File: config.mk
export PLATFORM = sky130hd
export DESIGN_NAME = bin2bcd_seq
export DESIGN_NICKNAME = d
export VERILOG_FILES = /design/src/rtl/bcd_pkg.sv /design/src/rtl/bcd_digit_adj.sv /design/src/rtl/bin2bcd_seq.sv
export SDC_FILE = /design/constraint.sdc
export NUM_CORES = 1
export LEC_CHECK = 0
export ABC_CLOCK_PERIOD_IN_PS = 3400
export CAP_MARGIN = 15
export CELL_PAD_IN_SITES_DETAIL_PLACEMENT = 1
export CELL_PAD_IN_SITES_GLOBAL_PLACEMENT = 2
export CORE_MARGIN = 2
export CORE_UTILIZATION = 35
export DETAILED_ROUTE_END_ITERATION = 7
export GPL_TIMING_DRIVEN = 0
export HOLD_SLACK_MARGIN = 0.06
export MAX_ROUTING_LAYER = met4
export PLACE_DENSITY = 0.95
export SLEW_MARGIN = 20
export SYNTH_ARGS = -nofsm -noshare
export SYNTH_HDL_FRONTEND = slang
export SYNTH_SLANG_ARGS = --single-unit
File: constraint.sdc
create_clock -name clk -period 3.4 [get_ports clk]
set_input_delay 1.02 -clock clk [delete_from_list [all_inputs] [get_ports clk]]
set_output_delay 1.02 -clock clk [all_outputs]
set_load 0.005 [all_outputs]
File: src/rtl/bcd_pkg.sv
// -----------------------------------------------------------------------------
// bcd_pkg
//   Shared definitions for the iterative binary-to-BCD converter.
//   - state_t        : converter control states
//   - BCD_W          : bits per BCD digit
//   - clog2()        : width needed to hold values 0..value-1
//   - digits_needed(): decimal digits needed for an unsigned bin_w-bit value
// -----------------------------------------------------------------------------
package bcd_pkg;

  typedef enum logic {
    IDLE  = 1'b0,
    SHIFT = 1'b1
  } state_t;

  localparam int BCD_W = 4;

  // Number of bits needed to encode 0..value-1 (0 for value <= 1).
  function automatic int clog2(input int value);
    int bits;
    int rem;
    bits = 0;
    rem  = value - 1;
    for (int i = 0; i < 32; i++) begin
      if (rem > 0) begin
        bits++;
        rem = rem >> 1;
      end
    end
    return bits;
  endfunction

  // Decimal digits of 2^bin_w - 1, i.e. floor(bin_w * log10(2)) + 1.
  // bin_w * log10(2) is never an integer for bin_w > 0, so the fixed-point
  // approximation of log10(2) cannot land on the wrong side of a boundary
  // for any practical width.
  function automatic int digits_needed(input int bin_w);
    return (bin_w * 30103) / 100000 + 1;
  endfunction

endpackage : bcd_pkg

File: src/rtl/bcd_digit_adj.sv
// -----------------------------------------------------------------------------
// bcd_digit_adj
//   One double-dabble correction stage: a digit of 5 or more gets 3 added so
//   that the following left shift carries correctly into the next decade.
//
//   Ports:
//     digit    in  BCD_W  scratch BCD digit before the shift
//     adjusted out BCD_W  digit after the add-3 correction
// -----------------------------------------------------------------------------
module bcd_digit_adj
  import bcd_pkg::*;
(
  input  logic [BCD_W-1:0] digit,
  output logic [BCD_W-1:0] adjusted
);

  localparam logic [BCD_W-1:0] ADJ_LIMIT = BCD_W'(5);
  localparam logic [BCD_W-1:0] ADJ_ADD   = BCD_W'(3);

  // A legal digit (0..9) maps into 0..4 or 8..12, so bit 3 of the result is
  // exactly the decimal carry produced by the shift that follows.
  assign adjusted = (digit >= ADJ_LIMIT) ? (digit + ADJ_ADD) : digit;

endmodule : bcd_digit_adj

File: src/rtl/bin2bcd_seq.sv
// -----------------------------------------------------------------------------
// bin2bcd_seq
//   Iterative (double-dabble) binary-to-BCD converter with start/done
//   handshake. One input bit is consumed per clock, so a conversion takes a
//   fixed BIN_W cycles after the accepting edge regardless of value.
//
//   Parameters:
//     BIN_W     binary input width (>= 2)
//     DIGITS    number of BCD output digits (>= 1)
//     SIGNED_EN 1 = honour signed_mode, 0 = always unsigned
//
//   Ports:
//     clk          in   1         system clock, rising edge
//     reset        in   1         synchronous, active-high reset
//     start        in   1         conversion request, sampled only when idle
//     signed_mode  in   1         bin_in is two's complement
//     bin_in       in   BIN_W     value to convert, sampled on accept
//     busy         out  1         conversion in progress
//     done         out  1         one-cycle pulse, results valid
//     bcd          out  4*DIGITS  packed BCD, digit 0 in [3:0]
//     neg          out  1         result is negative
//     ovf          out  1         magnitude needed more than DIGITS digits;
//                                 bcd then holds the value modulo 10^DIGITS
// -----------------------------------------------------------------------------
module bin2bcd_seq
  import bcd_pkg::*;
#(
  parameter int BIN_W     = 16,
  parameter int DIGITS    = 5,
  parameter bit SIGNED_EN = 1'b1
) (
  input  logic                    clk,
  input  logic                    reset,
  input  logic                    start,
  input  logic                    signed_mode,
  input  logic [BIN_W-1:0]        bin_in,
  output logic                    busy,
  output logic                    done,
  output logic [BCD_W*DIGITS-1:0] bcd,
  output logic                    neg,
  output logic                    ovf
);

  localparam int BCD_TOT = BCD_W * DIGITS;
  localparam int CNT_W   = clog2(BIN_W + 1);

  localparam logic [CNT_W-1:0] CNT_INIT = CNT_W'(BIN_W);
  localparam logic [CNT_W-1:0] CNT_ONE  = CNT_W'(1);

  // When DIGITS covers the full unsigned range no carry can ever leave the
  // top digit, so the overflow flag is tied off and its accumulator folds away.
  localparam bit OVF_POSSIBLE = (DIGITS < digits_needed(BIN_W));

  // ---------------------------------------------------------------------------
  // Elaboration checks
  // ---------------------------------------------------------------------------
  if (BIN_W < 2) begin : g_bad_bin_w
    $error("bin2bcd_seq: BIN_W must be at least 2");
  end
  if (DIGITS < 1) begin : g_bad_digits
    $error("bin2bcd_seq: DIGITS must be at least 1");
  end

  // ---------------------------------------------------------------------------
  // State
  // ---------------------------------------------------------------------------
  state_t             state_q;
  logic [BIN_W-1:0]   mag_q;       // magnitude being shifted out MSB first
  logic [BCD_TOT-1:0] scratch_q;   // BCD accumulator being built
  logic               ovf_acc_q;   // any carry lost off the top digit
  logic               neg_pend_q;  // sign captured at accept
  logic [CNT_W-1:0]   count_q;     // shifts remaining

  // ---------------------------------------------------------------------------
  // Datapath
  // ---------------------------------------------------------------------------
  logic [BCD_TOT-1:0] scratch_adj;
  logic [BCD_TOT-1:0] scratch_shf;
  logic               carry_out;
  logic               take_neg;
  logic [BIN_W-1:0]   mag_in;

  for (genvar g = 0; g < DIGITS; g++) begin : g_adj
    bcd_digit_adj u_adj (
      .digit    (scratch_q  [g*BCD_W +: BCD_W]),
      .adjusted (scratch_adj[g*BCD_W +: BCD_W])
    );
  end

  // Corrected scratch shifted left by one with the next magnitude bit entering
  // at the bottom; the bit falling off the top is the lost decimal carry.
  assign scratch_shf = {scratch_adj[BCD_TOT-2:0], mag_q[BIN_W-1]};
  assign carry_out   = scratch_adj[BCD_TOT-1];

  // Two's-complement negation in BIN_W bits: the most-negative input maps to
  // 2^(BIN_W-1), which is the correct unsigned magnitude.
  assign take_neg = SIGNED_EN && signed_mode && bin_in[BIN_W-1];
  assign mag_in   = take_neg ? -bin_in : bin_in;

  // ---------------------------------------------------------------------------
  // Control and registered outputs
  // ---------------------------------------------------------------------------
  // NOTE: every register here is assigned with <= so all updates see the
  // values from before the edge; mixing in = would make the shift chain depend
  // on statement order.
  always_ff @(posedge clk) begin
    if (reset) begin
      state_q    <= IDLE;
      mag_q      <= '0;
      scratch_q  <= '0;
      ovf_acc_q  <= 1'b0;
      neg_pend_q <= 1'b0;
      count_q    <= '0;
      busy       <= 1'b0;
      done       <= 1'b0;
      bcd        <= '0;
      neg        <= 1'b0;
      ovf        <= 1'b0;
    end else begin
      done <= 1'b0;

      case (state_q)
        IDLE: begin
          if (start) begin
            mag_q      <= mag_in;
            neg_pend_q <= take_neg;
            scratch_q  <= '0;
            ovf_acc_q  <= 1'b0;
            count_q    <= CNT_INIT;
            busy       <= 1'b1;
            state_q    <= SHIFT;
          end
        end

        SHIFT: begin
          scratch_q <= scratch_shf;
          mag_q     <= {mag_q[BIN_W-2:0], 1'b0};
          ovf_acc_q <= ovf_acc_q | carry_out;
          count_q   <= count_q - CNT_ONE;

          // Last shift: publish the freshly shifted scratch, not scratch_q,
          // which still lags by one bit.
          if (count_q == CNT_ONE) begin
            bcd     <= scratch_shf;
            neg     <= neg_pend_q;
            ovf     <= OVF_POSSIBLE ? (ovf_acc_q | carry_out) : 1'b0;
            busy    <= 1'b0;
            done    <= 1'b1;
            state_q <= IDLE;
          end
        end

        default: begin
          state_q <= IDLE;
          busy    <= 1'b0;
        end
      endcase
    end
  end

endmodule : bin2bcd_seq

### Word-level counts from Yosys, hierarchy flattened

Index checks and enable logic that the tools add are counted.

* register bits: 66
* bits of input ports: 20
* output and inout bits: 24
* logic and storage cells: 49

* add/sub/neg operators: 7
* order comparisons: 5
* equal/unequal tests: 3
* mux-type cells: 19
* bitwise gates (word level): 1
* reductions and logical operators: 5

Operators by type and width (number)
* one-hot mux 20 bit (2 select lines): 1
* two-way mux 16 bit: 2
* one-hot mux 16 bit (2 select lines): 1
* >= comparator 4 x 3 -> 1 bit (second input constant): 5
* two-way mux 20 bit: 1
* adder 4 x 2 -> 4 bit (second input constant): 4
* two-way mux 4 bit: 4
* negation 16 bit: 1
* one-hot mux 5 bit (2 select lines): 1
* AND reduction 2 bit: 3
* equality test 5 x 1 -> 1 bit (second input constant): 1
* two-way mux 1 bit: 5
* two-way mux 5 bit: 1
* subtractor 5 x 1 -> 5 bit (second input constant): 1
* one-hot mux 1 bit (2 select lines): 2
* adder 3 x 2 -> 3 bit (second input constant): 1
* two-way mux 3 bit: 1
* inequality test 2 x 1 -> 1 bit (second input constant): 1
* inequality test 2 bit (second input constant): 1
* OR reduction 2 bit: 1
* logical AND 1 bit: 1
* inverter 1 bit: 1

### Longest topological paths before layout

* word-level depth: 4
* gate-level depth with buffers: 8

### Modules after synthesis

From an unflattened synthesis, not the netlist that was laid out.

* cell total of the unflattened synthesis: 451
* area, all modules: 3523.4 um^2

By module, submodules not included
* bin2bcd_seq: instances 1, cells an instance 371, area each 3016.6 um^2
* bcd_digit_adj: instances 5, cells an instance 16, area each 101.3 um^2

### Worst setup path after synthesis

No wires, ideal clock.

* path kind: input -> register
* from: input bin_in[1]
* to: register mag_q[9]
* setup time: 70 ps
* arrival time: 2424 ps
* data required time: 3330 ps
* path slack: 906 ps
* stages: 6
* path buffers: 1
* cells stage by stage: or4_4 -> buf_6 -> o31ai_1 -> xor2_1 -> a211o_1 -> a21oi_1

* word-level cells in the longest chain between the ends: 4

RTL lines
* from (decl): line bin2bcd_seq.sv:36 `input logic [BIN_W-1:0] bin_in,`
* negation 16 bit: line bin2bcd_seq.sv:98 `assign mag_in = take_neg ? -bin_in : bin_in;`
* two-way mux 16 bit: line bin2bcd_seq.sv:98
* two-way mux 16 bit: line bin2bcd_seq.sv:124 `if (start) begin`
* one-hot mux 16 bit (2 select lines): line bin2bcd_seq.sv:122 `case (state_q)`
* to (signal assigned): line bin2bcd_seq.sv:125 `mag_q <= mag_in;`
* to (signal assigned): line bin2bcd_seq.sv:137 `mag_q <= {mag_q[BIN_W-2:0], 1'b0};`
* to (decl): line bin2bcd_seq.sv:68 `logic [BIN_W-1:0] mag_q;`

No other way between the ends. The select of a mux whose other input is x is not followed.
A chain may end at the register's enable or synchronous reset.

### Worst setup path after layout

* from: input bin_in[0]
* to: register mag_q[10]

The elaborated chain is that of the path after synthesis.

==> key figures <==
Finish
  – # diodes: 0
  – Filler Cell Count: 1165
  – Share of the core filled with cells: 44.7%
  – Area growth syn-to-layout: 23.0%
  – Layout cells sized above 1: 5.15%
  – # nets final: 514

Global route
  – Vias in the first global route: 3268
  – GRT Total Usage: 21.3%
  – GRT Residual Overflow: 0
  – Largest net degree at the start of global routing: 11
  – Initial antenna violation count: 0
  – First-pass GRT wire length: 16500 um

CTS
  – Clk root buf: clkbuf_8
  – PostCTS Resize Cnt: 0
  – Clock transition at path regs: 0.07 ns
  – CTS buffer count: 9
  – H-tree lvl count: 3
  – Clock Latency Late Sink: 0.36 ns
  – CTS max path bufs: 2
  – Post-CTS setup buffers: 0
  – CTS tree: yes
  – CTS Sinks: 66
  – Count of hold buffers inserted by post-cts repair: 0

Floorplanning
  – Core area: 9280 sq um
  – Die Y: 102 um
  – Die W: 102 um
  – Die area: 10400 sq um
  – Top Ports: 44
  – Initial Util: 36.4%
  – # rows: 35

Yosys
  – Post-synthesis cell area: 3380 sq um
  – Post-synth EDFFs: 0
  – Avg Cell Area, Syn: 7.87 sq um
  – Mapped Cells: 429
  – Ys flop type: dfxtp_1
  – Synth area leader: dfxtp_1
  – Post-synth ARST share: 0%
  – Unique masters post-synth: 45
  – Synthesized flop and latch total: 66
  – Top-area cell type share of the netlist area: 39.1%
  – Synth warn: 0
  – Largest cells by area after synthesis: dfxtp_1 (39%), nor2_1 (7.3%), a21oi_1 (7.3%)
  – Sequential fraction of the synthesis area: 39.1%
  – Post-Syn Nets: 462
  – Most frequent cells after synthesis: dfxtp_1 (66), nor2_1 (66), a21oi_1 (49), nand2_1 (49), clkbuf_1 (24)

Setup path
  – Crit path max-delay family: simple AND/OR/NAND/NOR gates
  – Buf+Inv Stages, Crit Path: 2
  – Crit. End Element: register
  – CP Depth: 8
  – CP Max Fanout: 5
  – Launch point of the worst path: bin_in[0]
  – CP required: 3.63 ns
  – Worst-case reg-to-reg path depth: 6
  – Critical path class: primary input to register
  – Worst R2R End: bcd[5]
  – Critical Path Sink: mag_q[10]
  – FF-to-FF Start: state_q
  – Slowest CP cell: nor3b_1
  – Crit path cell chain: clkdlybuf4s50_1 > inv_1 > ha_1 > nor3b_1 > a31oi_1 > xor2_1 > a221oi_1 > nor2_1
  – CP startpoint kind: primary input
  – WP data arrival: 3.06 ns
  – Max incr delay on CP: 0.59 ns
  – R2r setup slk: 0.91 ns

Timing
  – Slew @ Worst Pin: 0.906 ns
  – Tcrit/Tclk final: 83.4%
  – Rel. slew slack: 39.4%
  – Final setup violation count: 0
  – Fin. Hold Viols: 0
  – Layout Skew: 0.00671 ns
  – Maximum clock frequency: 0.353 GHz
  – Slew Viols, Final: 0
  – Sum Neg Setup Slack: 0 ns
  – RSZ-0062 raised after global routing: no
  – Post-layout minimum cycle time: 2.83 ns
  – Fin Hold WS: 0.455 ns

Routing
  – Post-route ant nets: 0
  – Final wirelength: 9930 um
  – Residual DRC: 0
  – Pre-Repair DR Iteration Count: 4
  – Vias per std cell: 5.20
  – WL per Instance: 16.2 um
  – Routed via count: 3193
  – Initial DRC Count: 88

Run status
  – Status: finished, final reports clean

Pwr
  – VDD IR max: 0.139 mV
  – Leak Pwr: 1.49 nW
  – Pwr Density: 418 nW/um^2

Flow run
  – Max-Cap Viols: 0

Placement
  – Routability cong.: 0.823
  – HPWL Detailed: 7190 um
  – Port-buffer cells: 41

Hold path
  – Worst Hold Class: register to register
## sequential cells by signal, indices dropped and copies added, names as in the netlist
name and cells:
busy 1, count_q 5, bcd 20, neg 1
neg_pend_q 1, done 1, state_q 1, scratch_q 20
mag_q 16
## worst reg2reg max path: stages (launching register included)
cell,delay (ns)
dfxtp_1,0.33
clkbuf_1,0.32
nand3_1,0.16
nor2_1,0.68
clkbuf_1,0.59
nand2_1,0.19
a21oi_1,0.15
## area by class of cell
type	count	area [sq um]	area share [%]
multi-input combinational	319	1880	45.2
sequential	66	1320	31.8
timing repair buffer	41	410	9.89
clock buffer	13	169	4.07
tap	129	161	3.89
buffer	29	121	2.92
inverter	15	56.3	1.36
clock inverter	2	35.0	0.844
## metal layers
metal | GRT usage, % | wire length, um
met2 | 37.1 | 5010
met4 | 8.72 | 158
met1 | 25.1 | 4400
met5 | - | 0
met3 | 2.26 | 362
## cell usage in the layout, fill, tap and decap left out, drive strengths merged, types with 3 or more instances in the layout
| master | n |
|---|---|
| nor2 | 66 |
| dfxtp | 66 |
| nand2 | 49 |
| a21oi | 49 |
| clkdlybuf4s50 | 41 |
| clkbuf | 37 |
| nor3 | 19 |
| o21ai | 16 |
| inv | 15 |
| nor3b | 14 |
| ha | 13 |
| nand2b | 11 |
| xor2 | 8 |
| mux2i | 8 |
| xnor2 | 8 |
| a311oi | 7 |
| buf | 5 |
| a21o | 4 |
| a32oi | 4 |
| nand3 | 4 |
| o22ai | 4 |
| a211o | 3 |
| o31ai | 3 |
| a221oi | 3 |
## through the flow
step	setup WS, ns	power (mW)	instances	instance area, sq um
CTS	0.505	1.74	614	4150
floorplan	0.906	0.963	429	3380
finish	0.565	1.73	614	4150
global route	0.405	1.81	614	4150
global placement	0.306	1.05	599	3950
detailed placement	0.136	1.06	599	3950
## logic make-up after synthesis
kind of cell    share of synthesized area, %
flops                                   39.1
fa+ha+maj                               4.82
compound gates                          19.5
simple gates                            24.6
other cells                            0.111
xor+xnor                                4.15
buf+inv                                 5.26
mux                                     2.37
## where the power goes
group / leakage (nW) / internal, mW / switching (mW) / total, mW
sequential: 0.536 / 0.800 / 0.0168 / 0.816
combinational: 0.848 / 0.0892 / 0.134 / 0.223
clock: 0.106 / 0.394 / 0.301 / 0.695
total: 1.49 / 1.28 / 0.452 / 1.73
## worst min path at each step
stage	cells after the start	startpoint	slack, ns	end
5_1_grt	2	mag_q[3]	0.48	mag_q[4]
3_3_place_gp	2	mag_q[8]	0.44	mag_q[9]
4_1_cts	2	bcd[5]	0.46	bcd[5]
3_5_place_dp	2	bcd[5]	0.45	bcd[5]
6_report	2	bcd[5]	0.46	bcd[5]
2_1_floorplan	2	mag_q[8]	0.43	mag_q[9]
(Power assumes the default switching activity.)
